File: src/rtl/obstacle_gen_if.sv
// Column-request interface between a scroll register and the obstacle generator.
//   req        : one-cycle request for the next column (requester -> generator)
//   col        : height of the emitted column, 0 = empty floor, 1..3 = obstacle
//   col_valid  : one-cycle pulse marking col as updated
//   obst_count : obstacles emitted since reset/start, saturating at 255
// Modports: master = requester (scroll register), slave = generator.
interface obstacle_gen_if;
    logic       req;
    logic [1:0] col;
    logic       col_valid;
    logic [7:0] obst_count;

    modport master (output req, input col, input col_valid, input obst_count);
    modport slave  (input req, output col, output col_valid, output obst_count);
endinterface

File: src/rtl/obstacle_gen.sv
// Pseudo-random obstacle column generator for a side-scrolling game.
// Emits one column per accepted request: runs of empty columns whose length
// is drawn from a 16-bit LFSR (bounded by MIN_GAP..MAX_GAP), separated by
// obstacles of height 1..3.
// Ports:
//   clk    : clock, rising edge
//   resetn : synchronous active-low reset
//   start  : level; while high clears and reseeds (req ignored meanwhile)
//   bus    : obstacle_gen_if.slave (req in; col, col_valid, obst_count out)
// Optional feature: define OBSTACLE_DOUBLE_EN to allow two-wide obstacles
// (S_OBST2 repeats the previous height when lfsr[6] was set).
module obstacle_gen #(
    parameter logic [15:0] SEED    = 16'hACE1,
    parameter int unsigned MIN_GAP = 6,
    parameter int unsigned MAX_GAP = 15
) (
    input  logic           clk,
    input  logic           resetn,
    input  logic           start,
    obstacle_gen_if.slave  bus
);

    localparam int unsigned LFSR_W  = 16;
    localparam int unsigned GAP_W   = 5;
    localparam int unsigned SUM_W   = 6;
    localparam int unsigned COUNT_W = 8;

    // An all-zero LFSR would lock up, so a zero seed becomes 1.
    localparam logic [LFSR_W-1:0] SEED_EFF = (SEED == 16'h0000) ? 16'h0001 : SEED;

`ifdef OBSTACLE_DOUBLE_EN
    typedef enum logic [1:0] {S_GAP, S_OBST, S_OBST2} state_t;
`else
    typedef enum logic [1:0] {S_GAP, S_OBST} state_t;
`endif

    state_t               state_q, state_d;
    logic [GAP_W-1:0]     gap_q, gap_d;
    logic [LFSR_W-1:0]    lfsr_q, lfsr_d;
    logic [1:0]           col_q, col_d;
    logic                 valid_q, valid_d;
    logic [COUNT_W-1:0]   cnt_q, cnt_d;

    logic                 lfsr_fb;
    logic [LFSR_W-1:0]    lfsr_next;
    logic [SUM_W-1:0]     gap_sum;
    logic [GAP_W-1:0]     gap_load;
    logic [1:0]           obst_height;

    // x^16+x^14+x^13+x^11+1, shifted left with feedback into bit 0
    assign lfsr_fb   = lfsr_q[15] ^ lfsr_q[13] ^ lfsr_q[12] ^ lfsr_q[10];
    assign lfsr_next = {lfsr_q[LFSR_W-2:0], lfsr_fb};

    // Next gap length, clamped to MAX_GAP
    assign gap_sum  = SUM_W'(MIN_GAP) + SUM_W'(lfsr_q[5:2]);
    assign gap_load = (gap_sum > SUM_W'(MAX_GAP)) ? GAP_W'(MAX_GAP) : gap_sum[GAP_W-1:0];

    // Height 0 would be indistinguishable from floor, so it maps to 1
    assign obst_height = (lfsr_q[1:0] == 2'd0) ? 2'd1 : lfsr_q[1:0];

    // State register and registered outputs; reset/start handled in next-state logic
    always_ff @(posedge clk) begin
        state_q <= state_d;
        gap_q   <= gap_d;
        lfsr_q  <= lfsr_d;
        col_q   <= col_d;
        valid_q <= valid_d;
        cnt_q   <= cnt_d;
    end

    // Next-state and output logic
    always_comb begin
        state_d = state_q;
        gap_d   = gap_q;
        lfsr_d  = lfsr_q;
        col_d   = col_q;
        valid_d = 1'b0;
        cnt_d   = cnt_q;

        if (!resetn || start) begin
            state_d = S_GAP;
            gap_d   = GAP_W'(MIN_GAP);
            lfsr_d  = SEED_EFF;
            col_d   = 2'd0;
            cnt_d   = '0;
        end else if (bus.req) begin
            valid_d = 1'b1;
            case (state_q)
                S_GAP: begin
                    col_d = 2'd0;
                    gap_d = gap_q - GAP_W'(1);
                    // <= guards against a corrupted zero count wrapping to 31
                    if (gap_q <= GAP_W'(1)) begin
                        state_d = S_OBST;
                    end
                end
                S_OBST: begin
                    col_d   = obst_height;
                    gap_d   = gap_load;
                    lfsr_d  = lfsr_next;
                    state_d = S_GAP;
                    if (cnt_q != {COUNT_W{1'b1}}) begin
                        cnt_d = cnt_q + COUNT_W'(1);
                    end
`ifdef OBSTACLE_DOUBLE_EN
                    if (lfsr_q[6]) begin
                        state_d = S_OBST2;
                    end
`endif
                end
`ifdef OBSTACLE_DOUBLE_EN
                // Second column of a two-wide obstacle repeats the held height
                S_OBST2: begin
                    state_d = S_GAP;
                end
`endif
                default: begin
                    state_d = S_GAP;
                end
            endcase
        end
    end

    assign bus.col        = col_q;
    assign bus.col_valid  = valid_q;
    assign bus.obst_count = cnt_q;

endmodule

File: src/flat_wrapper.sv
// flat-port wrapper written by rule: the top's interface ports become plain ports
module obstacle_gen_flat 
#(
    parameter logic [15:0] SEED    = 16'hACE1,
    parameter int unsigned MIN_GAP = 6,
    parameter int unsigned MAX_GAP = 15
)
  (clk, resetn, start, bus_req, bus_col, bus_col_valid, bus_obst_count);
  obstacle_gen_if bus_i ();
  input  logic clk;
  input  logic resetn;
  input  logic start;
  input wire logic [$bits(bus_i.req)-1:0] bus_req;
  output wire logic [$bits(bus_i.col)-1:0] bus_col;
  output wire logic [$bits(bus_i.col_valid)-1:0] bus_col_valid;
  output wire logic [$bits(bus_i.obst_count)-1:0] bus_obst_count;
  assign bus_i.req = bus_req;
  assign bus_col = bus_i.col;
  assign bus_col_valid = bus_i.col_valid;
  assign bus_obst_count = bus_i.obst_count;
  obstacle_gen #(.SEED(SEED), .MIN_GAP(MIN_GAP), .MAX_GAP(MAX_GAP)) u_core (.clk(clk), .resetn(resetn), .start(start), .bus(bus_i));
endmodule
File: config.mk
export PLATFORM = sky130hd
export DESIGN_NAME = obstacle_gen_flat
export DESIGN_NICKNAME = d
export VERILOG_FILES = /design/src/rtl/obstacle_gen_if.sv /design/src/rtl/obstacle_gen.sv /design/src/flat_wrapper.sv
export SDC_FILE = /design/constraint.sdc
export NUM_CORES = 1
export LEC_CHECK = 0
export ABC_CLOCK_PERIOD_IN_PS = 1710
export CAP_MARGIN = 20
export CORE_MARGIN = 2
export CORE_UTILIZATION = 53
export CTS_BUF_LIST = sky130_fd_sc_hd__clkbuf_8
export CTS_CLUSTER_DIAMETER = 40
export DETAILED_ROUTE_END_ITERATION = 8
export GPL_TIMING_DRIVEN = 1
export PLACE_DENSITY = 0.8
export SETUP_SLACK_MARGIN = 0.05
export SLEW_MARGIN = 25
export SYNTH_ARGS = -nofsm -noshare
export SYNTH_HDL_FRONTEND = slang
export SYNTH_SLANG_ARGS = --single-unit
File: constraint.sdc
create_clock -name clk -period 1.71 [get_ports clk]
set_input_delay 0.171 -clock clk [delete_from_list [all_inputs] [get_ports clk]]
set_output_delay 0.171 -clock clk [all_outputs]
set_load 0.005 [all_outputs]
==> summary.md <==
| Metric | Value |
|---|---|
| First-pass GRT wire length | `5085 um` |
| Register area | `660.6 um^2` |
| Most common cell after layout, fill and taps aside | `nand2_1` |
| Mux contribution to synthesized area | `1.942%` |
| Final period util | `between 90% and 100%` |
| Min Tclk post-route | `1.545 ns` |
| Share of the synthesized area in the top cell type | `42.72%` |
| Final Setup Violations | `0` |
| Chip width | `58.02 um` |
| Mapped cell area | `~0.0015 mm^2` |
| Vias in the first global route | `approximately 1200` |
| TritonCTS clock tree | `yes` |
| Port bufs | `14` |
| Arrival time at the worst endpoint | `about 1.7 ns` |
| First DRT Iteration DRCs | `57` |
| Ys async rst share | `0%` |
| Dominant synthesized flop cell | `dfxtp_1` |
| Layout area overhead | `16.18%` |
| Nets | `207` |
| Post-Synthesis Cells | `182` |
| Post-synth net total | `190` |
| Post-CTS Hold Buffers | `0` |
| Final Hold Vio Count | `0` |
| FMAX | `approximately 0.65 GHz` |
| Max cap viols | `0` |
| Critical setup path kind | `reg2reg` |
| Worst Setup Start Kind | `flop` |
| Adder and majority cell fraction of the synthesized area | `3.236%` |
| Ys Warns | `0` |
| Clk_skew | `about 0.0017 ns` |
| DRT antenna net count | `0` |
| Vias | `roughly 1300` |
| Register area share after synthesis | `between 40% and 50%` |
| Hold Path Class | `reg2reg` |
| Syn avg cell area | `8.497 um^2` |
| CTS Sinks | `33` |
| Die ar. | `approximately 0.0034 mm^2` |
| Post-synthesis compound-gate area fraction | `a little under a fifth` |
| Worst relative slew slack | `between 70% and 80%` |
| Final WL | `just over 3000 um` |
| Setup Buffers After CTS | `0` |
| Total Routing Usage GR | `approximately a fifth` |
| Final Max Slew Viols | `0` |
| Post-synthesis cell type count | `43` |
| CTS Buffer Depth | `2` |
| # DRC | `0` |
| Top cells by area, synth | `dfxtp_1 43%, nand2_1 11%, a21oi_1 5.2%` |
| CP required | `about 1.9 ns` |
| Largest family of logic cells by synthesized area | `simple AND/OR/NAND/NOR gates` |
| Clock latency on the worst-skew pair | `~0.27 ns` |
| Initial Util | `56.08%` |
| DPL Wire Length | `2187 um` |
| R2R setup slack | `about 0.16 ns` |
| Most frequent cells in the layout | `44 x nand2_1, 33 x dfxtp_1, 16 x a21oi_1` |
| Slew @ Worst Pin | `0.4176 ns` |
| Final worst slack | `approximately 0.16 ns` |
| Final setup TNS | `0 ns` |
| Wire per inst | `13.17 um` |
| FILL cells | `239` |
| Pwr/cell area | `776.6 mW/mm^2` |
| Routed vias/inst | `approximately 5.7` |
| DIE HEIGHT | `about 58 um` |
| Crit Path Max Fanout | `7` |
| Peak VDD IR | `just over 0.0006 V` |
| RSZ-0062 raised after global routing | `false` |
| Ant. Diodes | `0` |
| GRT Residual Overflow | `0` |
| LEAKAGE | `0.6335 nW` |
| Placer Congestion | `approximately 0.89` |
| Worst slack, placed | `around 0.12 ns` |
| Count of flip-flops with a built-in enable after synthesis | `0` |
| Initial antenna violation count | `0` |
| Clk slew on worst S/H paths | `roughly 0.06 ns` |
| Post-CTS sizing | `0` |
| Pre-antenna DRT Iters | `4` |
| Ports | `15` |
| XOR/XNOR Fraction of Synth Area | `under 10%` |
| Cts bufs inserted | `5` |
| Largest net degree at the start of global routing | `18` |
| Largest area contributor in the netlist | `dfxtp_1` |
| Register bit count reported by yosys | `33` |
| Footprint of the multi-input gates | `between 700 and 800 um^2` |
| Post-Synth Simple-Gate Area | `about a quarter` |
| Clock Root Buffer | `clkbuf_8` |
| Outcome | `finished, final reports clean` |
| Crit. End Element | `flop` |
| Core footprint | `between 0.002 and 0.003 mm^2` |
| Row cnt | `19` |
| # H-tree levels | `2` |
| Share of layout cells above drive strength 1 | `roughly 12%` |
## flip-flops by register name (all words and copies together) (netlist names)
register	flops
u_core.bus.col	2
u_core.lfsr_q	16
u_core.bus.col_valid	1
u_core.gap_q	5
u_core.state_q	1
u_core.bus.obst_count	8
## cell usage after synthesis (all sizes together), types with 2 or more instances
library cell	number
nor2b	3
nor4	2
inv	8
and3	2
nor3	4
clkbuf	2
a31oi	2
a211oi	5
dfxtp	33
nand2	44
ha	4
buf	9
nor2	3
a41oi	2
nand4	3
nand2b	3
a21oi	17
nand3	9
mux2i	3
o21ai	5
o211ai	4
xnor2	3
## critical path: stages (launching register included)
cell	delay, ns
dfxtp_1	0.46
ha_1	0.29
and3_1	0.34
a41oi_1	0.16
a211oi_1	0.22
## power by group
group / internal (mW) / switching [mW]
clock network: 0.313 / 0.252
logic: 0.0247 / 0.0303
registers: 0.772 / 0.00353
## through the flow
stage          power (mW)  std cells  cell area (um^2)  util, %  hold slack [ns]
6_report            1.395        230              1797    65.15           0.4550
5_1_grt             1.450        230              1797    65.15           0.4749
4_1_cts             1.418        230              1797    65.15           0.4578
3_5_place_dp       0.8483        223              1710    62.02           0.4527
3_3_place_gp       0.8464        223              1710    62.02           0.4400
2_1_floorplan      0.8255        182              1546        -           0.4321
## cells by family (layout without fill, tap and decap cells)
logic type,after synthesis,after routing
multiplexers,3,3
adder cells (fa/ha/maj),4,4
XOR/XNOR,3,3
buffers and inverters,19,36
AO/OA/AOI/OAI,42,42
flip-flops,33,33
AND/OR/NAND/NOR,78,78
## worst paths after layout
check	startpoint	end	cells past startpoint
max reg2reg	u_core.bus.obst_count[0]	u_core.bus.obst_count[6]	4
min	u_core.bus.col[0]	u_core.bus.col[0]	2
min reg2reg	u_core.bus.col[0]	u_core.bus.col[0]	2
max	u_core.bus.obst_count[0]	u_core.bus.obst_count[6]	4
## final cells by class
cell class | count | share of cell area (%)
multi-input combinational | 130 | 43.87
sequential | 33 | 36.77
timing repair buffer | 21 | 10.72
clock buffer | 6 | 4.596
tap | 31 | 2.159
inverter | 8 | 1.671
clock inverter | 1 | 0.2089
## metal layers
| layer | vias to the layer above | global-route usage (%) | wire [um] |
|---|---|---|---|
| met1 | 617 | 24.44 | 1423 |
| met5 | - | 0 | 0 |
| met3 | 5 | 6.027 | 137 |
| met4 | 0 | 9.635 | 36 |
| li1 | 670 | - | - |
| met2 | 30 | 32.14 | 1431 |
(Power assumes the default switching activity.)
